**config.mk**
```make
export PLATFORM = sky130hd
export DESIGN_NAME = serial_sub_unit
export DESIGN_NICKNAME = d
export VERILOG_FILES = /design/src/rtl/serial_sub_unit.sv
export SDC_FILE = /design/constraint.sdc
export NUM_CORES = 1
export LEC_CHECK = 0
export CORE_MARGIN = 2
export CORE_UTILIZATION = 46
export CTS_BUF_LIST = sky130_fd_sc_hd__clkbuf_4 sky130_fd_sc_hd__clkbuf_8 sky130_fd_sc_hd__clkbuf_16
export CTS_CLUSTER_DIAMETER = 120
export DETAILED_ROUTE_END_ITERATION = 12
export PLACE_DENSITY = 0.71
export SYNTH_ARGS = -nofsm -noshare
export SYNTH_HDL_FRONTEND = slang
export SYNTH_SLANG_ARGS = --single-unit
```
**constraint.sdc**
```tcl
create_clock -name clk -period 1.3 [get_ports clk]
set_input_delay 0.195 -clock clk [delete_from_list [all_inputs] [get_ports clk]]
set_output_delay 0.195 -clock clk [all_outputs]
set_load 0.02 [all_outputs]
```
**src/rtl/serial_sub_unit.sv**
```systemverilog
// Bit-serial two's-complement subtractor: D = A - B - BIN, one bit per clock, LSB first.
// One full-subtractor cell and a borrow flop iterate over right-shifting operand registers.
module serial_sub_unit #(
    parameter int WIDTH = 8
) (
    input  logic             clk,
    input  logic             rst_n,
    input  logic             start,
    input  logic [WIDTH-1:0] a,
    input  logic [WIDTH-1:0] b,
    input  logic             bin,
    output logic             busy,
    output logic             done,
    output logic [WIDTH-1:0] diff,
    output logic             borrow,
    output logic             ovf,
    output logic             dbg_state
);

    localparam int CW = (WIDTH > 2) ? $clog2(WIDTH) : 1;
    localparam logic [CW-1:0] LAST = CW'(WIDTH - 1);

    typedef enum logic {
        IDLE = 1'b0,
        RUN  = 1'b1
    } state_t;

    state_t           state_q;
    logic [WIDTH-1:0] a_sh_q, b_sh_q, res_q, diff_q;
    logic [CW-1:0]    cnt_q;
    logic             br_q, a_msb_q, b_msb_q;
    logic             busy_q, done_q, borrow_q, ovf_q;

    logic             d_bit;
    logic             br_d;
    logic [WIDTH-1:0] res_d;

    // Handshake: start is only sampled while busy=0; done pulses for one cycle and
    // diff/borrow/ovf hold their value from that cycle until the next completion.
    always_comb begin
        d_bit = a_sh_q[0] ^ b_sh_q[0] ^ br_q;
        br_d  = (~a_sh_q[0] & b_sh_q[0]) | (~(a_sh_q[0] ^ b_sh_q[0]) & br_q);
        res_d = {d_bit, res_q[WIDTH-1:1]};
    end

    always_ff @(posedge clk) begin
        if (!rst_n) begin
            state_q  <= IDLE;
            a_sh_q   <= '0;
            b_sh_q   <= '0;
            res_q    <= '0;
            diff_q   <= '0;
            cnt_q    <= '0;
            br_q     <= 1'b0;
            a_msb_q  <= 1'b0;
            b_msb_q  <= 1'b0;
            busy_q   <= 1'b0;
            done_q   <= 1'b0;
            borrow_q <= 1'b0;
            ovf_q    <= 1'b0;
        end else begin
            done_q <= 1'b0;
            case (state_q)
                IDLE: begin
                    if (start) begin
                        a_sh_q  <= a;
                        b_sh_q  <= b;
                        br_q    <= bin;
                        cnt_q   <= '0;
                        a_msb_q <= a[WIDTH-1];
                        b_msb_q <= b[WIDTH-1];
                        busy_q  <= 1'b1;
                        state_q <= RUN;
                    end
                end
                RUN: begin
                    a_sh_q <= a_sh_q >> 1;
                    b_sh_q <= b_sh_q >> 1;
                    br_q   <= br_d;
                    res_q  <= res_d;
                    cnt_q  <= cnt_q + 1'b1;
                    if (cnt_q == LAST) begin
                        // The bit produced this edge is the result MSB.
                        diff_q   <= res_d;
                        borrow_q <= br_d;
                        ovf_q    <= (a_msb_q != b_msb_q) && (d_bit != a_msb_q);
                        done_q   <= 1'b1;
                        busy_q   <= 1'b0;
                        cnt_q    <= '0;
                        state_q  <= IDLE;
                    end
                end
                default: state_q <= IDLE;
            endcase
        end
    end

    assign busy      = busy_q;
    assign done      = done_q;
    assign diff      = diff_q;
    assign borrow    = borrow_q;
    assign ovf       = ovf_q;
    assign dbg_state = state_q;

endmodule
```
==> results.md, run 1 <==
- Status: finished with violations
- Failing checks: setup timing
- Residual DRC: 0
- # placed instances: 275
- Worst hold path startpoint: diff[5]
- Register Area: 845 um^2
- Initial DRC Count: 58
- Crit Path Class: reg -> reg
- Worst-path fanout max: 2
- Synth cell types: 31
- Slowest CP cell: fa_1
- Worst hold-check path type: reg -> reg
- Final critical-path setup slack: -74.4 ps
- Cell Pwr Density: 1240 mW/mm^2
- First-pass GRT wire length: 5.31 mm
- Final hold viol count: 0
- Mapped Area: 0.00186 mm^2
- Gate Count Post-Synth: 194
- Main synth FF type: dfxtp_1
- Mean number of vias per cell: 4.75
- Total congestion overflow: 0
- Peak supply drop: 0.819 mV
- RD Place Congestion: 0.699
- Port bufs: 32
- WL/cell: 11.3 um
- Fin crit share: 106%
- Multi-input logic area: 896 um^2
- Min Hold Slack: 455 ps
- Nets@finish: 256
- Final core occ: 60.5%
- Die X-Extent: 67.7 um
- Skew final: 9.16 ps
- Root Driver: clkbuf_8
- CTS Hold Bufs: 0
- Vias in the first global route: 1190
- Critical Path End Type: register
- Max-cap violations: 0
- CTS tree: yes
- Ports: 33
- Ratio of cells with drive above 1 in the final layout: 11.6%
- Crit-path max cell delay: 480 ps
- Sequential element share of the synthesized area: 45.1%
- Fin Setup TNS: -78.3 ps
- Filler instances: 362
- Longest Clk Path Bufs: 2
- Synthesized flop and latch total: 42
- Layout area overhead: 27.9%
- Largest net degree at the start of global routing: 42
- CTS sink cnt: 42
- H-tree levels: 2
- Detailed Routing Iterations Pass 1: 4
- Floorplan die height: 67.7 um
- Post-synth ARST share: 0%
- Critical Path RT: 1530 ps
- Antenna-violating nets left: 0
- Max_slew headroom: 82.9%
- R2r startpoint: br_q
- Final setup fails: 2
- CP Data Arrival Time: 1610 ps
- Non-Filler Instances: 283
- Total power draw: 0.00295 W
- Final min period: 1370 ps
- Max Fclk: 0.728 GHz
- Starting Density: 47.3%
- Hold Crit Depth: 2
- Initial antenna violation count: 0
- Ant. Diodes: 0
- Clock Latency Late Sink: 300 ps
- Post-Route WL: 3.19 mm
- EDFF count, synth: 0
- Vias: 1345
- Crit path cell chain: inv_2, fa_1, or3b_1, a31oi_1
- YS warnings: 0
- Total core area: 0.00394 mm^2
- Final Slew Violations: 0
- Site Rows: 23
- Syn Nets: 218
- Avg Inst Size Synth: 9.61 um^2
- Die area: 0.00458 mm^2
- Total track usage: 15.9%
- Setup slack, reg-to-reg: -70 ps
- Lkg Pwr: 1.03 nW
- RSZ-0062 raised after global routing: true
- Capture point of the worst reg-to-reg path: ovf
- Depth of the worst register-to-register path: 4
- Slew of the pin with the lowest slew margin: 256 ps
- Worst hold endpoint: diff[5]
- Clk slew on worst S/H paths: 80 ps
- Crit start category: register
- Final HPWL DP: 2.15 mm
- TritonCTS Buffers: 5
==> registers in the layout (all words and copies together) (netlist names) <==
register	flops
borrow	1
br_q	1
b_msb_q	1
diff	8
a_sh_q	8
res_q	7
dbg_state	1
busy	1
cnt_q	3
done	1
b_sh_q	8
a_msb_q	1
ovf	1
==> worst max-delay path: cells and delay by family (launching register included) <==
family / cells / cell delay [ps]
and+or+nand+nor: 1 / 360
buffers and inverters: 1 / 40
DFF: 1 / 320
adders and majority gates: 1 / 480
AOI/OAI and AO/OA: 1 / 130
==> synthesized netlist by cell type, types with 3 or more instances <==
library cell	n	area, um^2
a21boi_1	7	52.6
clkbuf_1	3	11.3
ha_1	3	37.5
a21oi_1	3	15.0
nand2_1	34	128
o21ai_1	11	55.1
nor2b_1	13	81.3
dfxtp_1	42	841
mux2i_1	25	250
nor2_1	4	15.0
buf_6	3	33.8
o21ai_0	5	25.0
and2_1	16	100
nor3b_1	3	22.5
inv_1	3	11.3
==> worst max-delay path by stage <==
stage	endpoint	startpoint	cells past startpoint
finish	ovf	br_q	4
global route	ovf	br_q	4
CTS	ovf	br_q	4
detailed placement	b_msb_q	start	5
global placement	a_msb_q	start	5
floorplan	ovf	br_q	4
==> where the power goes <==
part | total [W] | internal [W] | switching (W)
clock network | 0.00123 | 0.000769 | 0.000465
logic | 0.000347 | 0.000199 | 0.000148
registers | 0.00137 | 0.00134 | 0.0000313
total | 0.00295 | 0.00231 | 0.000644
==> layer usage <==
| metal | track usage [%] | part of all wire [%] |
|---|---|---|
| met1 | 19.5 | 48 |
| met2 | 24.9 | 46 |
| met3 | 4.67 | 4.3 |
| met4 | 8.42 | 1.9 |
| met5 | 0 | 0 |
==> per-stage QoR <==
step	setup WS [ps]	cell area (um^2)
2_1_floorplan	-77.8	1870
3_3_place_gp	-160	2250
3_5_place_dp	-172	2250
4_1_cts	-93.4	2380
5_1_grt	-124	2380
6_report	-74.4	2380
==> area by class of cell <==
| class | instances | area share [%] |
|---|---|---|
| clock buffers | 5 | 2.89 |
| clock inverters | 3 | 2.89 |
| inverters | 3 | 0.472 |
| multi-input cells | 136 | 37.6 |
| flip-flops and latches | 42 | 35.4 |
| well taps | 50 | 2.62 |
| repair buffers | 44 | 18.1 |
==> cells in the final DEF (no fill, tap or decap), types with 2 or more instances in the layout <==
cell type	netlist	layout
clkdlybuf4s50_1	0	19
o211a_1	2	2
inv_1	3	2
o21ai_0	5	5
ha_2	0	2
dfxtp_2	0	3
nor3b_1	3	2
nor2b_1	13	13
a21oi_1	3	3
nand2_1	34	34
dlygate4sd2_1	0	13
clkbuf_8	0	5
nor2_1	4	4
dfxtp_1	42	39
and2_1	16	16
mux2i_1	25	25
o21ai_1	11	11
a21boi_1	7	8
buf_12	2	3
bufinv_16	0	2
buf_4	1	9
==> cells by family after synthesis <==
group	Yosys count	synth area share, %
and+or+nand+nor	75	20.5
DFF	42	45.1
AOI/OAI and AO/OA	32	10.5
muxes	25	13.4
buffers and inverters	16	7.38
adders and majority gates	4	3.09
==> repair_timing <==
item                                    in CTS  in global routing
resized for setup                           15                  2
gates cloned                                 0                  0
hold endpoints to repair                     0                  0
setup buffers                                0                  0
pin swaps                                    1                  1
endpoints found under the setup margin      15                 11
Power figures use the tool's default switching activity.
==> inputs of run 2 (changes only) <==
CTS_CLUSTER_DIAMETER = default   (was 120)
==> results of run 2 <==
Same layout as run 1: the final DEF is identical, and so are final timing and power.
